**src/rtl/byte_row_packer_pkg.sv**
```systemverilog
// Shared lane constants, state encoding and row type for the byte row packer
// and the widening stage that consumes its rows.
package byte_row_packer_pkg;

  localparam int unsigned LANES  = 8;
  localparam int unsigned DATA_W = 8;
  localparam int unsigned CNT_W  = $clog2(LANES);

  typedef logic [DATA_W-1:0] row_t [LANES];

  typedef enum logic {
    ST_FILL = 1'b0,
    ST_HOLD = 1'b1
  } state_e;

endpackage

```
**src/rtl/row_fill_buffer.sv**
```systemverilog
// Fill buffer for one row: lane write decode, lane counter and zero-clear.
// row_c is the current buffer with this cycle's accepted byte bypassed in.
module row_fill_buffer
  import byte_row_packer_pkg::*;
(
  input  logic              clk,
  input  logic              rst_n,
  input  logic              acc_i,
  input  logic [DATA_W-1:0] data_i,
  input  logic              emit_i,
  input  logic              keep_i,
  input  logic              clr_i,
  output logic [CNT_W-1:0]  cnt_o,
  output row_t              lanes_o,
  output row_t              row_c
);

  logic [CNT_W-1:0] cnt_q, cnt_d;
  row_t             lanes_q, lanes_d;

  always_comb begin
    cnt_d   = cnt_q;
    lanes_d = lanes_q;
    for (int i = 0; i < LANES; i++) begin
      row_c[i] = (acc_i && (cnt_q == CNT_W'(i))) ? data_i : lanes_q[i];
    end

    if (emit_i)     cnt_d = '0;
    else if (acc_i) cnt_d = cnt_q + CNT_W'(1);

    // A row leaving the buffer zeroes it; a parked row stays until released.
    if ((emit_i && !keep_i) || clr_i) lanes_d = '{default: '0};
    else if (acc_i || keep_i)         lanes_d = row_c;
  end

  always_ff @(posedge clk or negedge rst_n) begin
    if (!rst_n) begin
      cnt_q   <= '0;
      lanes_q <= '{default: '0};
    end else begin
      cnt_q   <= cnt_d;
      lanes_q <= lanes_d;
    end
  end

  assign cnt_o   = cnt_q;
  assign lanes_o = lanes_q;

endmodule

```
**src/rtl/byte_row_packer.sv**
```systemverilog
// Packs a byte stream into 8-lane rows on a registered output; a second row
// may park in the fill buffer (HOLD) while the output is occupied.
module byte_row_packer
  import byte_row_packer_pkg::*;
(
  input  logic              clk,
  input  logic              reset,
  input  logic [DATA_W-1:0] in_data,
  input  logic              in_valid,
  output logic              in_ready,
  input  logic              flush,
  output logic [DATA_W-1:0] Q0,
  output logic [DATA_W-1:0] Q1,
  output logic [DATA_W-1:0] Q2,
  output logic [DATA_W-1:0] Q3,
  output logic [DATA_W-1:0] Q4,
  output logic [DATA_W-1:0] Q5,
  output logic [DATA_W-1:0] Q6,
  output logic [DATA_W-1:0] Q7,
  output logic              out_valid,
  input  logic              out_ready
);

  state_e           state_q, state_d;
  logic             out_valid_q, out_valid_d;
  row_t             q_q, q_d;
  logic             accept, emit, out_free, last_lane, keep, clr;
  logic [CNT_W-1:0] cnt;
  row_t             lanes;
  row_t             row_c;

  row_fill_buffer u_fill (
    .clk     (clk),
    .rst_n   (reset),
    .acc_i   (accept),
    .data_i  (in_data),
    .emit_i  (emit),
    .keep_i  (keep),
    .clr_i   (clr),
    .cnt_o   (cnt),
    .lanes_o (lanes),
    .row_c   (row_c)
  );

  always_comb begin
    accept    = in_valid && (state_q == ST_FILL);
    last_lane = (cnt == CNT_W'(LANES - 1));
    emit      = (state_q == ST_FILL) &&
                ((accept && last_lane) || (flush && ((cnt != '0) || accept)));
    out_free  = !out_valid_q || out_ready;

    state_d     = state_q;
    out_valid_d = out_valid_q;
    q_d         = q_q;
    keep        = 1'b0;
    clr         = 1'b0;

    if (out_valid_q && out_ready) out_valid_d = 1'b0;

    if ((state_q == ST_HOLD) && out_ready) begin
      // Parked row moves to the output as the current one is taken.
      q_d         = lanes;
      out_valid_d = 1'b1;
      clr         = 1'b1;
      state_d     = ST_FILL;
    end else if (emit) begin
      if (out_free) begin
        q_d         = row_c;
        out_valid_d = 1'b1;
      end else begin
        keep    = 1'b1;
        state_d = ST_HOLD;
      end
    end
  end

  always_ff @(posedge clk or negedge reset) begin
    if (!reset) begin
      state_q     <= ST_FILL;
      out_valid_q <= 1'b0;
      q_q         <= '{default: '0};
    end else begin
      state_q     <= state_d;
      out_valid_q <= out_valid_d;
      q_q         <= q_d;
    end
  end

  assign in_ready  = (state_q == ST_FILL);
  assign out_valid = out_valid_q;
  assign Q0 = q_q[0];
  assign Q1 = q_q[1];
  assign Q2 = q_q[2];
  assign Q3 = q_q[3];
  assign Q4 = q_q[4];
  assign Q5 = q_q[5];
  assign Q6 = q_q[6];
  assign Q7 = q_q[7];

endmodule

```
**config.mk**
```make
export PLATFORM = sky130hd
export DESIGN_NAME = byte_row_packer
export DESIGN_NICKNAME = d
export VERILOG_FILES = /design/src/rtl/byte_row_packer_pkg.sv /design/src/rtl/row_fill_buffer.sv /design/src/rtl/byte_row_packer.sv
export SDC_FILE = /design/constraint.sdc
export NUM_CORES = 1
export LEC_CHECK = 0
export CAP_MARGIN = 20
export CORE_MARGIN = 8
export CORE_UTILIZATION = 39
export CTS_CLUSTER_DIAMETER = 80
export DETAILED_ROUTE_END_ITERATION = 12
export GPL_TIMING_DRIVEN = 1
export PLACE_DENSITY = 0.68
export SYNTH_ARGS = -nofsm -noshare
export SYNTH_HDL_FRONTEND = slang
export SYNTH_SLANG_ARGS = --single-unit
```
**constraint.sdc**
```tcl
create_clock -name clk -period 3.5 [get_ports clk]
set_input_delay 0.35 -clock clk [delete_from_list [all_inputs] [get_ports clk]]
set_output_delay 0.35 -clock clk [all_outputs]
set_load 0.005 [all_outputs]
```
==> run summary <==
CP required: 3830 ps
total die area: 18000 µm²
total grt overflow: 0
largest net degree at the start of global routing: 112
hold_buf cts: 0
crit path launch type: register
CTS root buf: clkbuf_16
average cell area after synthesis: 11.8 µm²
Peak supply drop: 0.000400 V
Final Core Density: 0.493
Fin. Hold Viols: 0
final non-filler cell total: 722
CP arrival: 2630 ps
PortBufs: 78
status: complete, no violations
register bit count reported by yosys: 133
Core ar.: 13800 µm²
Mapped Cells: 462
TritonCTS clock tree: built
synthesized area: 5440 µm²
worst hold slack: 298 ps
Inst Count DP: 688
post-synthesis sequential area ratio: 0.611
DR pass1 iterations: 5
synthesis-to-layout area growth: 24.8%
Setup TNS: 0 ps
Lkg Pwr: 0.00332 µW
vias in the first global route: 3617
Slew @ Worst Pin: 683 ps
synth unique cells: 25
Max FO, Critical Path: 68
post-CTS resize count: 0
Critical Setup Path Class: reg2reg
Final Max Slew Viols: 0
Design Area, Final: 6800 µm²
Final nets: 548
Routed WL per cell: 16.4 µm
FP Rows: 43
initial DRC count: 227
clk_lat worst skew: 410 ps
Critical Path Sink Type: register
I/O pins: 79
reg2reg path depth: 7
power density cells: 828 nW/µm²
share of layout cells above drive strength 1: 0.0867
Synthesized Nets: 481
post-route ant nets: 0
Finish-stage setup viols: 0
max cap viols: 0
RSZ-0062 raised after global routing: false
Post-CTS Setup Bufs: 0
global-route wire length before repair: 19600 µm
Via density: 4.84
Die Y: 134 µm
Slew headroom: 0.545
DRC violations left: 0
reg2reg setup slack: 1190 ps
Tcrit/Tclk final: 0.659
Die Span X: 134 µm
initial core utilization: 0.395
Final Critical Period: 2310 ps
Worst-path clk slew: 60 ps
clk_skew: 6.02 ps
CTS buffer count: 17
post-detail-place hpwl: 7720 µm
initial antenna violation count: 0
CTS HTree Levels: 4
dpl cell area: 6130 µm²
RR Startpoint: u_fill.cnt_o[0]
overall global routing resource usage: 0.141
maximum clock path buffer count: 2
routability cong.: 0.737
via count: 3495
Synth warnings: 0
Clock Sinks: 133
HP Class: in2async
achievable frequency: 434 MHz
FF-to-FF End: Q2[7]
ant diodes: 0
drt total wl: 11900 µm
[worst max-delay path by stage]
| stage | from | to | slack [ps] | cells after the start |
|---|---|---|---|---|
| final | u_fill.cnt_o[0] | Q2[7] | 1190 | 7 |
| after global routing | u_fill.cnt_o[0] | Q3[2] | 970 | 7 |
| after floorplan | u_fill.cnt_o[0] | Q0[5] | 1770 | 8 |
| after CTS | u_fill.cnt_o[0] | Q2[7] | 1190 | 7 |
| after detailed placement | in_valid | Q2[7] | 1100 | 6 |
| after global placement | in_valid | Q2[3] | 1160 | 6 |
[power by group]
part / switching (µW) / leakage, µW / total [µW] / internal (µW)
Clock: 656 / 0.000298 / 1850 / 1200
Sequential: 243 / 0.00171 / 2220 / 1970
Combinational: 675 / 0.00131 / 1560 / 882
Total: 1570 / 0.00332 / 5630 / 4050
[synthesized netlist by cell type]
cell | n | share of area
o21bai_1 | 1 | 0.0014
dfrtp_1 | 133 | 0.61
and3_4 | 2 | 0.0041
nor2_1 | 130 | 0.090
a21oi_1 | 65 | 0.060
a211o_1 | 1 | 0.0016
nand2b_1 | 1 | 0.0011
nand3_1 | 1 | 0.00092
nand2b_4 | 1 | 0.0025
nand3_2 | 3 | 0.0055
buf_12 | 2 | 0.0074
nand2_1 | 3 | 0.0021
buf_4 | 8 | 0.011
inv_1 | 4 | 0.0028
and2b_1 | 1 | 0.0014
nor2b_4 | 1 | 0.0025
buf_2 | 2 | 0.0018
o32ai_1 | 1 | 0.0016
o21ai_0 | 5 | 0.0046
o311a_4 | 1 | 0.0039
ha_1 | 6 | 0.014
buf_6 | 23 | 0.048
nand2_2 | 2 | 0.0023
mux2i_1 | 64 | 0.12
o311ai_0 | 1 | 0.0016
[logic make-up (layout without fill, tap and decap cells)]
family	Yosys count	after routing	share of synthesized area
AOI/OAI and AO/OA	75	75	0.0745
adders and majority gates	6	6	0.0138
buffers and inverters	39	119	0.0706
DFF	133	133	0.611
muxes	64	64	0.118
and+or+nand+nor	145	145	0.112
[metrics by stage]
step / setup slack, ps / power (µW)
2_1_floorplan: 1770 / 2970
3_3_place_gp: 1160 / 3780
3_5_place_dp: 1100 / 3830
4_1_cts: 1190 / 5710
5_1_grt: 967 / 5970
6_report: 1190 / 5630
[flip-flops by register name, indices dropped and copies added (netlist names)]
name,flops
Q2,8
Q1,8
Q6,8
out_valid,1
Q7,8
Q4,8
u_fill.cnt_o,3
Q3,8
state_q,1
Q0,8
Q5,8
u_fill.lanes_o,64
[per-layer routing]
layer  up-vias  part of all wire  routed length (µm)  track usage
met3        19             0.055                 654       0.0505
met1      1739              0.44                5220        0.166
li1       1666                 -                   -            -
met5         -                 0                   0            0
met2        71              0.49                5760        0.228
met4         0             0.019                 231       0.0593
[worst max-delay path, stage by stage (launching register included)]
cell	delay (ps)
dfrtp_1	420
ha_1	200
ha_1	230
a211o_1	160
o311a_4	630
buf_12	340
nor2_1	70
a21oi_1	140
[layout make-up]
type                            count  area [µm²]
Multi-Input combinational cell    290        1730
Timing Repair Buffer               83         867
Inverter                            4        15.0
Fill cell                        1293        6980
Clock buffer                       21         480
Tap cell                          180         225
Sequential cell                   133        3330
Clock inverter                     11         148
[layout by cell type (no fill, tap or decap), types with 2 or more instances in the layout]
master | netlist | layout
a21oi_1 | 65 | 65
and3_4 | 2 | 2
buf_12 | 2 | 2
bufinv_16 | 0 | 3
clkbuf_16 | 0 | 17
clkbuf_8 | 0 | 4
clkdlybuf4s50_1 | 0 | 77
clkinv_2 | 0 | 2
clkinvlp_4 | 0 | 4
dfrtp_1 | 133 | 133
ha_1 | 6 | 6
inv_1 | 4 | 4
mux2i_1 | 64 | 64
nand2_1 | 3 | 3
nand2_2 | 2 | 2
nand3_2 | 3 | 3
nor2_1 | 130 | 130
o21ai_0 | 5 | 5
Note: power is estimated with default switching activity, not from simulation.
